--- src/rtl/ones_pattern_gen_pkg.sv ---
// ones_pattern_gen_pkg
// Shared constants for the ones-pattern generator: default geometry,
// FSM state encoding and the count clamp value.
package ones_pattern_gen_pkg;

    localparam int WIDTH_DEF = 16;
    localparam int CW_DEF    = $clog2(WIDTH_DEF) + 1;
    localparam int PW_DEF    = $clog2(WIDTH_DEF);

    // Requests asking for more ones than the word holds are clamped to this.
    localparam int CLAMP_CNT = WIDTH_DEF;

    localparam logic [1:0] ST_IDLE  = 2'd0;
    localparam logic [1:0] ST_BUILD = 2'd1;
    localparam logic [1:0] ST_DONE  = 2'd2;

endpackage

--- src/rtl/ones_pattern_gen_if.sv ---
// ones_pattern_gen_if
// Request/response bundle for the ones-pattern generator.
//   in_valid/in_ready  : request handshake carrying d_cnt (ones count) and
//                        d_pos (bit index of the first 1)
//   out_valid/out_ready: result handshake carrying d_out (word) and err
//                        (count was clamped)
// master = request source / result consumer, slave = the generator.
interface ones_pattern_gen_if
    import ones_pattern_gen_pkg::*;
#(
    parameter int WIDTH = WIDTH_DEF,
    parameter int CW    = CW_DEF,
    parameter int PW    = PW_DEF
);
    logic             in_valid;
    logic             in_ready;
    logic [CW-1:0]    d_cnt;
    logic [PW-1:0]    d_pos;
    logic             out_valid;
    logic             out_ready;
    logic [WIDTH-1:0] d_out;
    logic             err;

    modport master (
        output in_valid, d_cnt, d_pos, out_ready,
        input  in_ready, out_valid, d_out, err
    );

    modport slave (
        input  in_valid, d_cnt, d_pos, out_ready,
        output in_ready, out_valid, d_out, err
    );
endinterface

--- src/rtl/ones_pattern_gen.sv ---
// ones_pattern_gen
// Builds a WIDTH-bit word holding a contiguous, wrapping run of 1s.
// The run starts at d_pos and is min(d_cnt, WIDTH) bits long; one bit is
// set per clock, so the result appears N edges after the accept edge
// (N = clamped count, N = 0 completes on the accept edge itself).
// Ports:
//   clk   : system clock, rising edge
//   reset : asynchronous, active-high
//   bus   : ones_pattern_gen_if.slave (request in, result out)
//
// state | meaning
// ------+---------------------------------------------------------
// IDLE  | waiting for a request; in_ready high
// BUILD | setting one bit per edge until remaining reaches zero
// DONE  | result valid; held until out_ready
module ones_pattern_gen
    import ones_pattern_gen_pkg::*;
#(
    parameter int WIDTH = WIDTH_DEF,
    parameter int CW    = CW_DEF,
    parameter int PW    = PW_DEF
) (
    input logic               clk,
    input logic               reset,
    ones_pattern_gen_if.slave bus
);

    localparam logic [CW-1:0] MAX_CNT = CW'(WIDTH);

    logic [1:0]       state;
    logic [CW-1:0]    remaining;
    logic [PW-1:0]    ptr;
    logic [WIDTH-1:0] d_out_q;
    logic             err_q;
    logic [CW-1:0]    cnt_clamped;

    assign cnt_clamped = (bus.d_cnt > MAX_CNT) ? MAX_CNT : bus.d_cnt;

    // Gated with reset so a source never sees ready during reset.
    assign bus.in_ready  = (state == ST_IDLE) && !reset;
    assign bus.out_valid = (state == ST_DONE);
    assign bus.d_out     = d_out_q;
    assign bus.err       = err_q;

    always_ff @(posedge clk or posedge reset) begin
        if (reset) begin
            state     <= ST_IDLE;
            remaining <= '0;
            ptr       <= '0;
            d_out_q   <= '0;
            err_q     <= 1'b0;
        end else begin
            case (state)
                ST_IDLE: begin
                    if (bus.in_valid) begin
                        remaining <= cnt_clamped;
                        ptr       <= bus.d_pos;
                        d_out_q   <= '0;
                        err_q     <= (bus.d_cnt > MAX_CNT);
                        state     <= (cnt_clamped != '0) ? ST_BUILD : ST_DONE;
                    end
                end
                ST_BUILD: begin
                    d_out_q[ptr] <= 1'b1;
                    // PW-bit pointer wraps from WIDTH-1 to 0 on its own.
                    ptr          <= ptr + PW'(1);
                    remaining    <= remaining - CW'(1);
                    if (remaining == CW'(1)) begin
                        state <= ST_DONE;
                    end
                end
                ST_DONE: begin
                    if (bus.out_ready) begin
                        state <= ST_IDLE;
                    end
                end
                default: begin
                    state <= ST_IDLE;
                end
            endcase
        end
    end

endmodule

--- src/flat_wrapper.sv ---
// flat-port wrapper written by rule: the top's interface ports become plain ports
module ones_pattern_gen_flat import ones_pattern_gen_pkg::*;
#(
    parameter int WIDTH = WIDTH_DEF,
    parameter int CW    = CW_DEF,
    parameter int PW    = PW_DEF
)
  (clk, reset, bus_in_valid, bus_d_cnt, bus_d_pos, bus_out_ready, bus_in_ready, bus_out_valid, bus_d_out, bus_err);
  ones_pattern_gen_if #(.WIDTH(WIDTH), .CW(CW), .PW(PW)) bus_i ();
  input logic clk;
  input logic reset;
  input wire logic [$bits(bus_i.in_valid)-1:0] bus_in_valid;
  input wire logic [$bits(bus_i.d_cnt)-1:0] bus_d_cnt;
  input wire logic [$bits(bus_i.d_pos)-1:0] bus_d_pos;
  input wire logic [$bits(bus_i.out_ready)-1:0] bus_out_ready;
  output wire logic [$bits(bus_i.in_ready)-1:0] bus_in_ready;
  output wire logic [$bits(bus_i.out_valid)-1:0] bus_out_valid;
  output wire logic [$bits(bus_i.d_out)-1:0] bus_d_out;
  output wire logic [$bits(bus_i.err)-1:0] bus_err;
  assign bus_i.in_valid = bus_in_valid;
  assign bus_i.d_cnt = bus_d_cnt;
  assign bus_i.d_pos = bus_d_pos;
  assign bus_i.out_ready = bus_out_ready;
  assign bus_in_ready = bus_i.in_ready;
  assign bus_out_valid = bus_i.out_valid;
  assign bus_d_out = bus_i.d_out;
  assign bus_err = bus_i.err;
  ones_pattern_gen #(.WIDTH(WIDTH), .CW(CW), .PW(PW)) u_core (.clk(clk), .reset(reset), .bus(bus_i));
endmodule
--- config.mk ---
export PLATFORM = sky130hd
export DESIGN_NAME = ones_pattern_gen_flat
export DESIGN_NICKNAME = d
export VERILOG_FILES = /design/src/rtl/ones_pattern_gen_pkg.sv /design/src/rtl/ones_pattern_gen_if.sv /design/src/rtl/ones_pattern_gen.sv /design/src/flat_wrapper.sv
export SDC_FILE = /design/constraint.sdc
export NUM_CORES = 1
export LEC_CHECK = 0
export ABC_CLOCK_PERIOD_IN_PS = 1300
export CAP_MARGIN = 25
export CORE_MARGIN = 2
export CORE_UTILIZATION = 30
export DETAILED_ROUTE_END_ITERATION = 6
export GPL_TIMING_DRIVEN = 1
export SLEW_MARGIN = 20
export SYNTH_ARGS = -nofsm -noshare
export SYNTH_HDL_FRONTEND = slang
export SYNTH_SLANG_ARGS = --single-unit
--- constraint.sdc ---
create_clock -name clk -period 1.3 [get_ports clk]
set_input_delay 0.26 -clock clk [delete_from_list [all_inputs] [get_ports clk]]
set_output_delay 0.26 -clock clk [all_outputs]
set_load 0.01 [all_outputs]
==> impl_metrics.ini, run 1 <==
[synth]
synth_top_cells_by_area = dfrtp_1, a21oi_1, ha_1, nor2_1, nor2b_1
synth_top_area_share = 0.465
synth.net_count = 168
yosysMostFrequentCell = dfrtp_1
synthesis.instances = 149
async_flop_share = 1.00
ys.flop_type = dfrtp_1
synth_cell_types = 44
yosys.area.top_type = dfrtp_1
syn_area_um2 = 1510
yosys-top-cells-count = dfrtp_1, a21oi_1, nor2_1, nor2b_1, inv_1
synth-warning-count = 0
synth_edf_count = 0
ys_seq_area_frac = 0.465
syn_avg_cell_area_um2 = 10.1
synth_seq_cells = 28

[pwr]
p_int_mw = 3.28
switching_share = 0.385
p_switching_mw = 2.05
seq_power_share = 0.320
combPwrFrac = 0.546
power_leakage_nw = 1.08
ir_drop_v = 0.000797
clkPwrFrac = 0.134
power.density_nw_per_um2 = 2310

[grt]
grt_max_degree = 29
grt_pass1_vias = 1249
grt-ovfl-total = 0
grt_use_total = 0.142
antenna_found_initial = 0
grt_pass1_wl_mm = 6.14

[clock_network]
root_buffer = clkbuf_8
cts_buffer_depth = 2
cts_max_level = 1
cts_tree = done
path_clk_slew_ps = 100
cts.sinks = 28
clk_latency_ps = 280
cts_made_buffers = 3

[sta]
fin_crit_ps = 1390
maxSlewHeadroom = 0.756
fin_ws_ps = -93.5
rsz0062_at_grt = yes
fin_crit_sh = 1.07
setup_viol = 6
final_max_slew_viol_count = 0
worst_pin_slew_ps = 365
whs_ps = 345
final-hold-violation-count = 0
max_freq_mhz = 718
worst_clock_skew_ps = 3.58

[run_status]
status = finished, violations left
violations = setup timing

[setup_path]
worstPathArrival_ps = 1130
crit_chain = and2b_2, buf_6
slowest_delay_ps = 460
critical_path_required_ps = 1040
crit_family = flip-flops
crit_slowest_cell = dfrtp_2
critPathKind = reg -> out
path_max_fanout = 4
start_kind = register
path_buf_inv = 1
cp-end-kind = primary output

[detailed_routing]
wire_per_inst_um = 14.3
drt-total-wl_mm = 3.91
drtIter0Drc = 97
drc = 0
dr.pass1.iters = 4
drtAntennaViolNets = 0
dr_total_vias = 1284
vias_per_cell = 4.70

[placement]
post-place-cells = 259
post-dp-hpwl_mm = 2.57
routabilityCongestion = 0.820
port_buffers = 31

[floorplanning]
io_pins = 32
core-area_um2 = 4790
dieArea_um2 = 5600
initial_utilization = 0.315
rows = 25
die_w_um = 74.9
die_h_um = 74.9

[finish]
seq_area_um2 = 704
multi_input_area_um2 = 826
final_cells = 273
nets = 226
num-fill-cells = 437
syn_to_final_growth_pct = 53.2
drive_gt1_frac = 0.325
final_core_utilization = 0.482
diodes = 0

[job]
maxCapViolCount = 0

[hold_path]
worstHoldPathType = in -> async
cells in the final DEF, fill, tap and decap left out, types with 2 or more instances in the layout:
cell type,count
a21oi_1,16
a21oi_2,6
a31oi_1,3
buf_4,20
buf_6,6
buf_8,2
clkbuf_16,2
clkbuf_8,3
clkdlybuf4s50_1,12
dfrtp_1,25
dfrtp_2,3
dlygate4sd2_1,17
ha_1,4
ha_4,2
inv_1,6
inv_2,2
nand2_1,5
nand3_1,2
nand3b_1,2
nor2_1,18
nor2_2,2
nor2b_1,8
nor4b_4,2
o211ai_1,3
o21ai_1,2
o221ai_1,2
registers in the layout, summed over array words and instances (netlist names):
name and count:
u_core.bus.d_out 16, u_core.remaining 5, u_core.ptr 4, u_core.state 2
u_core.bus.err 1
final cells by class:
| cell class | instances | share of cell area |
|---|---|---|
| Inverter | 8 | 0.0130 |
| Timing Repair Buffer | 61 | 0.257 |
| Clock buffer | 3 | 0.0179 |
| Clock inverter | 1 | 0.0130 |
| Sequential cell | 28 | 0.305 |
| Multi-Input combinational cell | 105 | 0.358 |
| Tap cell | 67 | 0.0363 |
through the flow:
stage | worst slack [ps] | instance area (um2) | total power [mW] | TNS (ps)
finish | -93.5 | 2310 | 5.34 | -258
global route | -116 | 2310 | 5.74 | -1160
CTS | -76.4 | 2140 | 4.93 | -122
detailed placement | -351 | 2020 | 4.21 | -4630
global placement | -321 | 2020 | 4.17 | -4460
floorplan | -11.3 | 1520 | 3.12 | -11.3
worst paths after layout:
| check | from | end | slack [ps] | cells past startpoint |
|---|---|---|---|---|
| max | u_core.state[0] | bus_out_valid | -90 | 2 |
| min | reset | u_core.remaining[0] | 340 | 3 |
| max reg2reg | u_core.remaining[0] | u_core.remaining[4] | -60 | 5 |
| min reg2reg | u_core.bus.d_out[9] | u_core.bus.d_out[9] | 500 | 2 |
| max in group asynchronous | reset | u_core.state[1] | 790 | 3 |
| min in group clk | u_core.bus.d_out[9] | u_core.bus.d_out[9] | 500 | 2 |
cells by family (layout without fill, tap and decap cells):
family                   after synthesis  after routing  share of synthesized area
AND/OR/NAND/NOR                       53             53                      0.229
AO/OA/AOI/OAI                         44             44                      0.185
flip-flops                            28             28                      0.465
buffers and inverters                 16             73                     0.0581
adder cells (fa/ha/maj)                6              6                     0.0498
XOR/XNOR                               1              1                    0.00582
multiplexers                           1              1                    0.00664
power groups by stage:
stage,Sequential [mW],Clock (mW),Combinational [mW]
2_1_floorplan,1.68,0,1.44
3_3_place_gp,1.66,0,2.51
3_5_place_dp,1.66,0,2.55
4_1_cts,1.66,0.721,2.54
5_1_grt,1.76,0.741,3.23
6_report,1.71,0.714,2.91
routing by layer:
metal	track usage	routed length, um	vias up
met5	0	0	-
met4	0.0456	40	0
met3	0.0174	119	4
met2	0.203	1760	26
met1	0.222	1990	609
li1	-	-	645
worst register-to-register path, delay by kind of cell (launching register included):
kind | cells | cell delay [ps]
AO/OA/AOI/OAI | 2 | 280
flip-flops | 1 | 420
buffers and inverters | 1 | 80
adder cells (fa/ha/maj) | 1 | 130
AND/OR/NAND/NOR | 1 | 390
repair_timing:
action,4_1_cts,5_1_grt
resized for setup,37,24
setup buffers,3,5
hold buffers,0,0
pin swaps,4,15
gates cloned,0,2
setup endpoints to repair,28,25
(Power assumes the default switching activity.)
==> run 2: changes to the inputs <==
- ABC_CLOCK_PERIOD_IN_PS: 1300 -> 1600
- clock period: 1.3 -> 1.6 ns (I/O delays scaled with it)
==> impl_metrics.ini, run 2 (synthesized netlist as in run 1, its figures left out) <==
[detailed_routing]
dr_total_vias = 1196
vias_per_cell = 4.71
met3WireLength_um = 58
drc = 0
drtAntennaViolNets = 0
highest_layer = met4
drt-total-wl_mm = 3.37
drt-met1-wl_mm = 1.63
routed-wl-met2_mm = 1.64
drtIter0Drc = 58
dr.pass1.iters = 4
wire_per_inst_um = 13.3

[setup_path]
rr_startpoint = u_core.remaining[0]
crit_slowest_cell = clkdlybuf4s50_1
worstPathArrival_ps = 1190
path_buf_inv = 1
crit_family = buffers and inverters
r2r_cells = 5
path_max_fanout = 2
cp-end-kind = primary output
start_kind = register
r2r_end = u_core.remaining[4]
crit_chain = clkdlybuf4s50_1
r2r_setup_slack_ps = 150
slowest_delay_ps = 540
critical_path_required_ps = 1280
critPathKind = reg -> out

[clock_network]
cts.sinks = 28
path_clk_slew_ps = 100
post_cts_buffers = 0
cts_tree = done
cts_buffer_depth = 2
root_buffer = clkbuf_8
clk_latency_ps = 270
cts_made_buffers = 3
cts_max_level = 1

[sta]
worst_pin_slew_ps = 433
max_freq_mhz = 662
setup_tns_ps = 0
maxSlewHeadroom = 0.707
fin_crit_ps = 1510
setup_viol = 0
worst_clock_skew_ps = 1.49
rsz0062_at_grt = no
fin_crit_sh = 0.944
final_max_slew_viol_count = 0
final-hold-violation-count = 0

[grt]
grt_pass1_wl_mm = 5.68
grt_max_degree = 29
grt-ovfl-total = 0
grt_use_total = 0.132
grt_pass1_vias = 1185
antenna_found_initial = 0

[placement]
post-place-cells = 250
place_area_um2 = 1930
post-dp-hpwl_mm = 2.50
port_buffers = 31
routabilityCongestion = 0.807

[pwr]
power_leakage_nw = 0.886
power.density_nw_per_um2 = 1870
ir_drop_v = 0.000655
power.total_mw = 3.73

[hold_path]
worstHoldPathType = in -> async

[finish]
largest_reg_flops = 16
diodes = 0
nets = 207
syn_to_final_growth_pct = 32.4
layout_common_cells = clkdlybuf4s50_1, dfrtp_1, a21oi_1
layout_commonest_cell = clkdlybuf4s50_1
num-fill-cells = 469
final_area_um2 = 1990
drive_gt1_frac = 0.123
final_cells = 254

[floorplanning]
io_pins = 32
core-area_um2 = 4790
die_h_um = 74.9
initial_utilization = 0.315
dieArea_um2 = 5600
die_w_um = 74.9
rows = 25

[run_status]
status = finished clean

[job]
maxCapViolCount = 0
run 2: cell count changes in the layout (fill, tap and decap cells not counted), moves of 3 or more:
cell / before / now
a21oi_1: 16 / 22
a21oi_2: 6 / 0
buf_4: 20 / 11
buf_6: 6 / 0
clkdlybuf4s50_1: 12 / 29
dfrtp_1: 25 / 28
dfrtp_2: 3 / 0
dlygate4sd2_1: 17 / 2
run 2: how the worst max path moves through the flow:
stage,start,to,slack (ps),cells after the start
floorplan,u_core.remaining[0],u_core.remaining[4],250,5
global placement,reset,bus_in_ready,-130,3
detailed placement,reset,bus_in_ready,-140,3
CTS,u_core.bus.err,bus_err,70,1
global route,u_core.state[1],bus_in_ready,30,2
finish,u_core.bus.err,bus_err,90,1
run 2: stage by stage:
| stage | hold slack [ps] | util | setup WS, ps |
|---|---|---|---|
| after global placement | 484 | 0.402 | -135 |
| after detailed placement | 483 | 0.402 | -144 |
| after CTS | 456 | 0.417 | 67.0 |
| final | 440 | 0.417 | 89.4 |
| after floorplan | 385 | - | 254 |
| after global routing | 503 | 0.417 | 30.7 |
run 2: where the power goes:
group          total, mW  switching, mW  internal (mW)
clock network      0.552          0.217          0.335
logic               1.85          0.874          0.975
registers           1.33          0.296           1.04
run 2: timing repair:
item | in CTS | in global routing
hold buffers | 0 | 0
setup endpoints to repair | 2 | 0
resized for setup | 2 | 0
endpoints found under the hold margin | 0 | 0
run 2: area by class of cell:
cell class                 count  area (um2)  share of cell area
multi-input combinational    105         718               0.360
sequential                    28         701               0.351
timing repair buffer          42         390               0.196
tap                           67        83.8              0.0420
clock buffer                   3        41.3              0.0207
clock inverter                 1        30.0              0.0151
inverter                       8        30.0              0.0151
run 2: per-layer routing:
layer	vias up	GRT usage
met5	-	0
met3	2	0.0120
li1	604	-
met4	0	0.0476
met1	578	0.185
met2	12	0.212
==> run 3: changes to the inputs <==
- CORE_MARGIN: 2 -> 10
==> impl_metrics.ini, run 3 (synthesized netlist as in run 1, its figures left out) <==
[run_status]
status = finished clean

[setup_path]
slowest_delay_ps = 550
crit_family = buffers and inverters
r2r_cells = 5
r2r_setup_slack_ps = 130
path_buf_inv = 1
critPathKind = reg -> out
crit_chain = clkdlybuf4s50_1
r2r_end = u_core.remaining[4]
start_kind = register
crit_slowest_cell = clkdlybuf4s50_1
cp-end-kind = primary output
worstPathArrival_ps = 1200
path_max_fanout = 2
critical_path_required_ps = 1280
rr_startpoint = u_core.remaining[0]

[detailed_routing]
drc = 0
drt-total-wl_mm = 3.67
dr_total_vias = 1199
wire_per_inst_um = 14.4
drtAntennaViolNets = 0
vias_per_cell = 4.72
drtIter0Drc = 68
dr.pass1.iters = 4

[pwr]
power.total_mw = 3.80
ir_drop_v = 0.000649
power.density_nw_per_um2 = 1890
power_leakage_nw = 0.889

[clock_network]
clk_latency_ps = 280
cts.sinks = 28
cts_tree = done
hold_buffers = 0
root_buffer = clkbuf_8
path_clk_slew_ps = 100
cts_max_level = 1
cts_buffer_depth = 2
cts_made_buffers = 3

[floorplanning]
io_pins = 32
core-area_um2 = 4790
die_h_um = 90.9
rows = 25
dieArea_um2 = 8260
initial_utilization = 0.315
die_w_um = 90.9

[placement]
port_buffers = 31
post-dp-hpwl_mm = 2.78
place_ws_ps = -173
routabilityCongestion = 0.813

[sta]
rsz0062_at_grt = no
worst_clock_skew_ps = 1.92
worst_pin_slew_ps = 473
setup_viol = 0
max_freq_mhz = 658
fin_crit_ps = 1520
final-hold-violation-count = 0
final_max_slew_viol_count = 0
maxSlewHeadroom = 0.680
fin_crit_sh = 0.949
fin_ws_ps = 81.3

[grt]
grt-ovfl-total = 0
grt_pass1_vias = 1234
grt_max_degree = 29
antenna_found_initial = 0
grt_pass1_wl_mm = 6.29
grt_use_total = 0.0919

[finish]
diodes = 0
layout_common_cells = clkdlybuf4s50_1, dfrtp_1, a21oi_1
drive_gt1_frac = 0.123
syn_to_final_growth_pct = 33.2
nets = 207
layout_commonest_cell = clkdlybuf4s50_1
largest_reg_flops = 16

[job]
maxCapViolCount = 0

[hold_path]
worstHoldPathType = in -> async
run 3: area by class of cell:
cell class	instances	area, um2
Fill cell	465	2780
Multi-Input combinational cell	105	718
Sequential cell	28	701
Timing Repair Buffer	42	403
Tap cell	67	83.8
Clock buffer	3	41.3
Clock inverter	1	30.0
Inverter	8	30.0
run 3: tightest hold or removal path, cell delays in order:
cell	delay [ps]
clkdlybuf4s50_1	420
inv_1	60
buf_4	330
run 3: timing repair:
action                     CTS  global route
setup endpoints to repair    2             0
gates resized for setup      2             0
setup buffers                0             0
run 3: power by group:
group / total [mW] / internal (mW) / switching, mW / leakage [nW]
combinational: 1.90 / 1.00 / 0.901 / 0.504
sequential: 1.33 / 1.04 / 0.294 / 0.349
clock: 0.567 / 0.335 / 0.232 / 0.0357
total: 3.80 / 2.37 / 1.43 / 0.889
run 3: worst max path at each step:
stage | startpoint | end | slack [ps] | depth (start not counted)
5_1_grt | u_core.remaining[0] | u_core.remaining[4] | 8 | 5
2_1_floorplan | u_core.remaining[0] | u_core.remaining[4] | 250 | 5
4_1_cts | u_core.bus.err | bus_err | 50 | 1
3_5_place_dp | reset | bus_in_ready | -170 | 3
6_report | u_core.bus.err | bus_err | 80 | 1
3_3_place_gp | reset | bus_in_ready | -150 | 3
run 3: stage by stage:
stage	cells	hold WS, ps	utilization	instance area [um2]	setup TNS (ps)
2_1_floorplan	149	385	-	1510	0
3_3_place_gp	250	477	0.405	1940	-173
3_5_place_dp	250	485	0.405	1940	-210
4_1_cts	254	445	0.419	2010	0
5_1_grt	254	465	0.419	2010	0
6_report	254	429	0.419	2010	0
run 3: layer usage:
metal / vias to the layer above / routed length [um] / GRT usage
li1: 603 / - / -
met1: 579 / 1730 / 0.118
met2: 12 / 1780 / 0.148
met3: 5 / 80 / 0.0125
met4: 0 / 76 / 0.0431
met5: - / 0 / 0
